$ cat config.mk
export PLATFORM = sky130hd
export DESIGN_NAME = mmio_seg7_led_out_flat
export DESIGN_NICKNAME = d
export VERILOG_FILES = /design/src/rtl/mmio_seg7_led_out_if.sv /design/src/rtl/mmio_seg7_led_out.sv /design/src/flat_wrapper.sv
export SDC_FILE = /design/constraint.sdc
export NUM_CORES = 1
export LEC_CHECK = 0
export ABC_AREA = 1
export BUFFER_PORTS_ARGS = -buffer_cell sky130_fd_sc_hd__buf_2
export CAP_MARGIN = 20
export CORE_ASPECT_RATIO = 1.75
export CORE_MARGIN = 2
export CORE_UTILIZATION = 40
export DETAILED_ROUTE_END_ITERATION = 7
export GPL_ROUTABILITY_DRIVEN = 0
export PLACE_DENSITY = 0.66
export REMOVE_ABC_BUFFERS = 1
export SYNTH_ARGS = -nofsm -noshare
export SYNTH_HDL_FRONTEND = slang
export SYNTH_SLANG_ARGS = --single-unit
$ cat constraint.sdc
create_clock -name sys_clk -period 4.4 [get_ports sys_clk]
set_input_delay 0.44 -clock sys_clk [delete_from_list [all_inputs] [get_ports sys_clk]]
set_output_delay 0.44 -clock sys_clk [all_outputs]
set_load 0.02 [all_outputs]
$ cat src/rtl/mmio_seg7_led_out_if.sv
// IO bus bundle between the CPU-side decode and the LED / 7-segment output block.
// Latency: none in the bundle itself; io_rdata is registered by the slave and valid one cycle after io_re.
// Backpressure: none; every io_we / io_re strobe is accepted in the cycle it is presented.
// Ports: io_addr (byte offset, [3:2] selects a register), io_we/io_be/io_wdata (write),
//        io_re (read strobe), io_rdata (registered read data, driven by the slave).
interface mmio_seg7_led_out_if;
  logic [3:0]  io_addr;
  logic        io_we;
  logic [3:0]  io_be;
  logic [31:0] io_wdata;
  logic        io_re;
  logic [31:0] io_rdata;

  modport master (
    output io_addr,
    output io_we,
    output io_be,
    output io_wdata,
    output io_re,
    input  io_rdata
  );

  modport slave (
    input  io_addr,
    input  io_we,
    input  io_be,
    input  io_wdata,
    input  io_re,
    output io_rdata
  );
endinterface

$ cat src/rtl/mmio_seg7_led_out.sv
// Memory-mapped LED register plus 8-digit multiplexed active-low hex 7-segment driver.
// Latency: leds_pin updates on the write edge; seg_an/seg_cat one edge later; io_rdata one edge after io_re.
// Backpressure: none; writes and reads are single-cycle strobes that are always accepted.
// Ports: sys_clk, rst (async, active-high); io (slave side of the IO bus);
//        leds_pin[23:0] active-high; seg_an[7:0] anodes active-low (bit 0 = rightmost);
//        seg_cat[7:0] cathodes active-low ([0]=a .. [6]=g, [7]=dp).
module mmio_seg7_led_out #(
  parameter int unsigned CLK_DIV = 100000
) (
  input  logic                 sys_clk,
  input  logic                 rst,
  mmio_seg7_led_out_if.slave   io,
  output logic [23:0]          leds_pin,
  output logic [7:0]           seg_an,
  output logic [7:0]           seg_cat
);

  // Prescaler needs at least one bit even when every cycle is a tick.
  localparam int unsigned DIV_W = (CLK_DIV > 1) ? $clog2(CLK_DIV) : 1;
  localparam logic [DIV_W-1:0] DIV_MAX = DIV_W'(CLK_DIV - 1);

  localparam logic [1:0] REG_LED    = 2'd0;
  localparam logic [1:0] REG_VALUE  = 2'd1;
  localparam logic [1:0] REG_CTRL   = 2'd2;
  localparam logic [1:0] REG_STATUS = 2'd3;

  logic [23:0]      led_q;
  logic [31:0]      val_q;
  logic [7:0]       mask_q;
  logic [7:0]       dp_q;
  logic             blank_q;
  logic [DIV_W-1:0] div_cnt;
  logic [2:0]       idx;
  logic [31:0]      rdata_q;

  logic [1:0]       reg_sel;
  logic             tick;
  logic [31:0]      rd_mux;
  logic [3:0]       cur_nib;
  logic [7:0]       an_nxt;
  logic [7:0]       cat_nxt;

  // Byte-lane bits [1:0] of the address carry no meaning here.
  logic addr_lsb_unused;
  assign addr_lsb_unused = ^io.io_addr[1:0];

  assign reg_sel  = io.io_addr[3:2];
  assign tick     = (div_cnt == DIV_MAX);
  assign leds_pin = led_q;
  assign io.io_rdata = rdata_q;

  function automatic logic [6:0] hex_glyph(input logic [3:0] nib);
    logic [6:0] g;
    case (nib)
      4'h0: g = 7'h40;
      4'h1: g = 7'h79;
      4'h2: g = 7'h24;
      4'h3: g = 7'h30;
      4'h4: g = 7'h19;
      4'h5: g = 7'h12;
      4'h6: g = 7'h02;
      4'h7: g = 7'h78;
      4'h8: g = 7'h00;
      4'h9: g = 7'h10;
      4'hA: g = 7'h08;
      4'hB: g = 7'h03;
      4'hC: g = 7'h46;
      4'hD: g = 7'h21;
      4'hE: g = 7'h06;
      default: g = 7'h0E;
    endcase
    return g;
  endfunction

  // Register file: byte-enabled writes; STATUS has no storage so writes to it fall through.
  always_ff @(posedge sys_clk or posedge rst) begin
    if (rst) begin
      led_q   <= '0;
      val_q   <= '0;
      mask_q  <= 8'hFF;
      dp_q    <= '0;
      blank_q <= 1'b0;
    end else if (io.io_we) begin
      case (reg_sel)
        REG_LED: begin
          for (int b = 0; b < 3; b++) begin
            if (io.io_be[b]) led_q[8*b +: 8] <= io.io_wdata[8*b +: 8];
          end
        end
        REG_VALUE: begin
          for (int b = 0; b < 4; b++) begin
            if (io.io_be[b]) val_q[8*b +: 8] <= io.io_wdata[8*b +: 8];
          end
        end
        REG_CTRL: begin
          if (io.io_be[0]) mask_q  <= io.io_wdata[7:0];
          if (io.io_be[1]) dp_q    <= io.io_wdata[15:8];
          if (io.io_be[2]) blank_q <= io.io_wdata[16];
        end
        default: ;
      endcase
    end
  end

  // Read mux samples pre-write state, so a same-cycle read/write returns the old value.
  always_comb begin
    rd_mux = '0;
    case (reg_sel)
      REG_LED:    rd_mux = {8'h00, led_q};
      REG_VALUE:  rd_mux = val_q;
      REG_CTRL:   rd_mux = {15'h0000, blank_q, dp_q, mask_q};
      REG_STATUS: rd_mux = {29'h0, idx};
      default:    rd_mux = '0;
    endcase
  end

  always_ff @(posedge sys_clk or posedge rst) begin
    if (rst) begin
      rdata_q <= '0;
    end else if (io.io_re) begin
      rdata_q <= rd_mux;
    end
  end

  // Scan timing: writes never touch the prescaler or digit index.
  always_ff @(posedge sys_clk or posedge rst) begin
    if (rst) begin
      div_cnt <= '0;
      idx     <= '0;
    end else if (tick) begin
      div_cnt <= '0;
      idx     <= idx + 3'd1;
    end else begin
      div_cnt <= div_cnt + DIV_W'(1);
    end
  end

  // Decode for the digit currently being scanned; registered below.
  always_comb begin
    cur_nib = val_q[{idx, 2'b00} +: 4];
    an_nxt  = 8'hFF;
    cat_nxt = 8'hFF;
    if (!blank_q) begin
      if (mask_q[idx]) an_nxt[idx] = 1'b0;
      cat_nxt = {~dp_q[idx], hex_glyph(cur_nib)};
    end
  end

  always_ff @(posedge sys_clk or posedge rst) begin
    if (rst) begin
      seg_an  <= 8'hFF;
      seg_cat <= 8'hFF;
    end else begin
      seg_an  <= an_nxt;
      seg_cat <= cat_nxt;
    end
  end

endmodule

$ cat src/flat_wrapper.sv
// flat-port wrapper written by rule: the top's interface ports become plain ports
module mmio_seg7_led_out_flat 
#(
  parameter int unsigned CLK_DIV = 100000
)
  (sys_clk, rst, leds_pin, seg_an, seg_cat, io_io_addr, io_io_we, io_io_be, io_io_wdata, io_io_re, io_io_rdata);
  mmio_seg7_led_out_if io_i ();
  input  logic sys_clk;
  input  logic rst;
  output logic [23:0] leds_pin;
  output logic [7:0] seg_an;
  output logic [7:0] seg_cat;
  input wire logic [$bits(io_i.io_addr)-1:0] io_io_addr;
  input wire logic [$bits(io_i.io_we)-1:0] io_io_we;
  input wire logic [$bits(io_i.io_be)-1:0] io_io_be;
  input wire logic [$bits(io_i.io_wdata)-1:0] io_io_wdata;
  input wire logic [$bits(io_i.io_re)-1:0] io_io_re;
  output wire logic [$bits(io_i.io_rdata)-1:0] io_io_rdata;
  assign io_i.io_addr = io_io_addr;
  assign io_i.io_we = io_io_we;
  assign io_i.io_be = io_io_be;
  assign io_i.io_wdata = io_io_wdata;
  assign io_i.io_re = io_io_re;
  assign io_io_rdata = io_i.io_rdata;
  mmio_seg7_led_out #(.CLK_DIV(CLK_DIV)) u_core (.sys_clk(sys_clk), .rst(rst), .io(io_i), .leds_pin(leds_pin), .seg_an(seg_an), .seg_cat(seg_cat));
endmodule
### Word-level counts from Yosys, hierarchy flattened

Memories as Yosys holds them, arrays and structs flattened.
Index checks and enable logic that the tools add are counted.

* register bits: 141
* ROM bits: 112
* input bits: 44
* output and inout bits: 72
* logic and storage cells: 50
* memories kept: 1

Memories
* (no name shown): words 16, bits a word 7, read ports 1, clocked after Yosys merged registers in 0, write ports 0, RTL line mmio_seg7_led_out.sv:54 `case (nib)`

* add/sub/neg operators: 2
* magnitude comparators: 2
* equality and inequality tests: 4
* shift-type cells: 1
* multiplexer cells: 11
* bitwise operators: 2
* reductions and logical operators: 12

Operator list (count)
* case mux 32 bit (4 select lines): 1
* indexed part select 32 x 6 -> 4 bit: 1
* AND reduction 3 bit: 10
* two-way mux 8 bit: 3
* adder 17 x 1 -> 17 bit (second input constant): 1
* equality test 17 bit (second input constant): 1
* two-way mux 17 bit: 1
* inverter 8 bit: 1
* binary-select mux 1 bit (select 3 bit): 2
* equality test 2 bit (second input constant): 2
* < comparator 3 x 4 -> 1 bit (second input constant): 1
* adder 3 x 1 -> 3 bit (second input constant): 1
* demux 1 bit (select 3 bit): 1
* greater-or-equal comparator 3 x 1 -> 1 bit (second input constant): 1
* two-way mux 1 bit: 3
* equality test 2 x 1 -> 1 bit (second input constant): 1
* logical NOT 2 bit: 1
* logical AND 1 bit: 1
* inverter 1 bit: 1

### Depth between registers and ports, before layout

* word-level depth: 7
* depth in mapped cells: 14
* depth with buffers taken out: 13

### Worst setup path after synthesis

OpenSTA, ideal clock, no wires.

* path type: flip-flop to flip-flop
* from: reg u_core.idx[0]
* to: reg u_core.seg_cat[3]
* library setup time: 0.094 ns
* arrival: 1.665 ns
* data required time: 4.306 ns
* path slack: 2.641 ns
* stages on the path, launching flop included: 14
* buffers on the path: 1
* clock period less this slack: 1.759 ns
* path through: dfrtp_1 -> inv_2 -> buf_6 -> nand2_1 -> nand3_1 -> nand3_1 -> nor2_2 -> inv_1 -> ha_1 -> inv_1 -> o21bai_2 -> nand2_1 -> nand2_1 -> nand3_1

* longest elaborated chain between the ends: 3

Ends and longest elaborated chain
* start: declaration: RTL line mmio_seg7_led_out.sv:33 `logic [2:0] idx;`
* start signal: assignment: RTL line mmio_seg7_led_out.sv:132 `idx <= idx + 3'd1;`
* indexed part select 32 x 6 -> 4 bit: RTL line mmio_seg7_led_out.sv:140 `cur_nib = val_q[{idx, 2'b00} +: 4];`
* memory (16 x 7 bit)
* two-way mux 8 bit: RTL line mmio_seg7_led_out.sv:143 `if (!blank_q) begin`
* net u_core.cat_nxt[3]: RTL line mmio_seg7_led_out.sv:41 `logic [7:0] cat_nxt;`
* end signal: assignment: RTL line mmio_seg7_led_out.sv:155 `seg_cat <= cat_nxt;`
* end: declaration: RTL line mmio_seg7_led_out.sv:15 `output logic [7:0] seg_cat`

The timed path passes the listed nets, and every way through them passes these cells.
A chain may end at the register's enable or synchronous reset.

### Final worst setup path

* from: reg u_core.idx[1]
* to: reg u_core.seg_cat[5]

The elaborated chain is that of the path after synthesis.

==> summary.md <==
| Metric | Value |
|---|---|
| Hpwl dp | 13000 um |
| Tot Pwr | 3730 uW |
| Area taken by multi-input logic gates | 2670 um2 |
| Die ar. | 18100 um2 |
| CP arrival | 2610 ps |
| Distinct cells, synth | 42 |
| Routed len/inst | 15.9 um |
| # rows | 63 |
| Worst setup SP type | flip-flop |
| WL met3 | 683 um |
| Normalized max-slew margin | 50.4% |
| Crit path buffers/inverters | 3 |
| Post-Synthesis Cell Area | 6790 um2 |
| H-tree depth | 4 |
| DR top layer | met4 |
| CP Cell Sequence | inv_2, nor2_4, o211ai_1, nand2_1, nor2_2, inv_1, ha_1, inv_1, o21bai_2, o21ai_1, nand2_1, nand2_1 |
| Vias | 5731 |
| Power per cell area | 462 nW/um2 |
| Worst Setup End Kind | flip-flop |
| Yosys reg bits | 141 |
| Post-Place Worst Slack | 2080 ps |
| Final hold violations | 0 |
| Fmax | 0.446 GHz |
| Crit path largest cell delay | 650 ps |
| Io pins | 116 |
| Synth area leaders | dfrtp_1, nand2_1, dfstp_2 |
| Bufs on Longest Clock Path | 2 |
| Routed WL | 18200 um |
| Layout cell share with drive strength beyond 1 | 23.2% |
| Status | complete, no violations |
| Period utilisation layout | 51.0% |
| Metal2 WL | 9990 um |
| Critical Path Most Common Cell | nand2_1 |
| Drt drc | 0 |
| CTS buffer count | 17 |
| CTS Root Cell | clkbuf_16 |
| Iter 0 DRT Violations | 282 |
| Sequential cell area | 3560 um2 |
| Slew Limit Fails | 0 |
| Clock sink total | 141 |
| Worst Hold Class | in2async |
| Post-CTS setup buffer count | 0 |
| Unrepaired setup endpoints after global routing | false |
| Syn Inst Count | 798 |
| Critical path data required time | 4760 ps |
| Hold-fix buffer count after cts | 0 |
| Crit path kind | reg2reg |
| Top cell family by delay on the critical path | flip-flops |
| Met1 wire length | 6870 um |
| TritonCTS clock tree | done |
| Vias/cell | 5.01 |
| Area grow syn2layout | 18.7% |
| Global route overflow | 0 |
| Post-route ant nets | 0 |
| Post-CTS resize count | 0 |
| Register area share after synthesis | 52.4% |
| Crit-path slowest cell | dfrtp_1 |
| Core area | 16800 um2 |
| Mean Syn Cell Area | 8.51 um2 |
| Final WS setup | 2160 ps |
| Port-buffer cells | 113 |
| CP max FO | 9 |
| Final cell count without fillers | 1143 |
| First-pass GRT wire length | 28800 um |
| R2R Path Start | u_core.idx[1] |
| Synth warnings | 0 |
| FF-to-FF path depth | 12 |
| Clock Skew | 15.7 ps |
| Top cell type's share of synthesized area | 43.1% |
| CTS clock-pin slew for the worst setup and hold paths | 60 ps |
| Chip Width | 103 um |
| Setup Viol. Count Final | 0 |
| Leak | 0.00399 uW |
| Tmin final | 2240 ps |
| Tightest Pin Transition | 745 ps |
| Setup TNS | 0 ps |
| Die Y | 176 um |
| Gr usage total | 21.0% |
| Max Cap Viol | 0 |
| Starting Density | 40.5% |
| # fillers | 1646 |
| Peak VDD IR | 0.265 mV |
| Leading area contributor after synthesis | dfrtp_1 |
| Final nets | 954 |
| Pin count of the biggest net entering global routing | 85 |
| Antenna violations before repair | 1 |
| Reg2reg end | u_core.seg_cat[5] |
| Vias in the first global route | 5743 |
| Skew-Pair Late Insertion Delay | 430 ps |
| R2r setup slk | 2160 ps |
| First drt pass iteration count | 5 |
| Dpl cells | 1110 |
Yosys cell counts (all sizes together):
cell type / count
a21oi: 32
a221oi: 8
a31oi: 1
a41oi: 4
buf: 26
clkbuf: 6
clkinv: 1
dfrtp: 117
dfstp: 24
ha: 8
inv: 97
mux2: 2
nand2: 219
nand3: 54
nand3b: 1
nand4: 11
nor2: 55
nor3: 4
nor4: 4
o211ai: 7
o21ai: 88
o21bai: 5
o22ai: 4
o31ai: 6
or2: 2
xnor2: 1
xor2: 11
how the worst max path moves through the flow:
stage	start	to	depth (start not counted)
floorplan	rst	u_core.blank_q	1
global placement	io_io_addr[3]	u_core.io.io_rdata[16]	6
detailed placement	io_io_addr[2]	u_core.io.io_rdata[16]	7
CTS	u_core.idx[1]	u_core.seg_cat[5]	12
global route	u_core.idx[1]	u_core.seg_cat[5]	12
finish	u_core.idx[1]	u_core.seg_cat[5]	12
cells by family after synthesis:
kind of cell / share of synthesized area (%)
flops: 52.4
simple gates: 22.9
fa+ha+maj: 1.47
xor+xnor: 1.55
compound gates: 12.9
mux: 0.332
buf+inv: 8.38
state kept, by name, summed over array words and instances, names as in the netlist:
signal              flops
u_core.val_q           32
u_core.seg_an           8
u_core.leds_pin        24
u_core.io.io_rdata     32
u_core.div_cnt         17
u_core.blank_q          1
u_core.seg_cat          8
u_core.dp_q             8
u_core.mask_q           8
u_core.idx              3
cell usage in the layout, fill, tap and decap left out, types with 3 or more instances in the layout:
| cell | count |
|---|---|
| dfstp_2 | 24 |
| a41oi_1 | 4 |
| xor2_1 | 11 |
| dfrtp_1 | 117 |
| clkinvlp_4 | 3 |
| nand3_2 | 5 |
| inv_2 | 8 |
| o21bai_1 | 4 |
| nor2_1 | 47 |
| o22ai_1 | 4 |
| nor4_1 | 3 |
| clkbuf_16 | 17 |
| a221oi_1 | 8 |
| buf_2 | 113 |
| inv_6 | 8 |
| ha_1 | 8 |
| o21ai_0 | 84 |
| nor2_4 | 5 |
| o21ai_1 | 4 |
| a21oi_1 | 31 |
| nor3_1 | 3 |
| buf_4 | 4 |
| nand4_1 | 11 |
| o211ai_1 | 7 |
| nand2_1 | 211 |
| nand2_2 | 6 |
| o31ai_1 | 6 |
| inv_1 | 87 |
| nand3_1 | 49 |
per-stage QoR:
| step | hold slack [ps] | instance area [um2] | utilization, % |
|---|---|---|---|
| 6_report | 149 | 8070 | 48.0 |
| 5_1_grt | 230 | 8060 | 48.0 |
| 4_1_cts | 185 | 8060 | 48.0 |
| 3_5_place_dp | 471 | 7480 | 44.5 |
| 3_3_place_gp | 462 | 7480 | 44.5 |
| 2_1_floorplan | 453 | 6590 | - |
where the power goes:
group	switching [uW]	internal [uW]
registers	132	1500
clock network	613	814
logic	442	223
routing by layer:
layer / GRT usage [%] / vias up
met2: 38.5 / 149
met4: 9.22 / 0
met1: 23.2 / 2732
met3: 3.48 / 36
li1: - / 2814
met5: 0 / -
final cells by class:
cell class              count  share of cell area (%)
multi-input cells         527                    33.0
inverters                  98                    4.65
diodes                      1                  0.0310
clock inverters            14                    1.80
flip-flops and latches    141                    44.1
well taps                 227                    3.52
repair buffers            117                    7.38
clock buffers              18                    5.45
(Power assumes the default switching activity.)
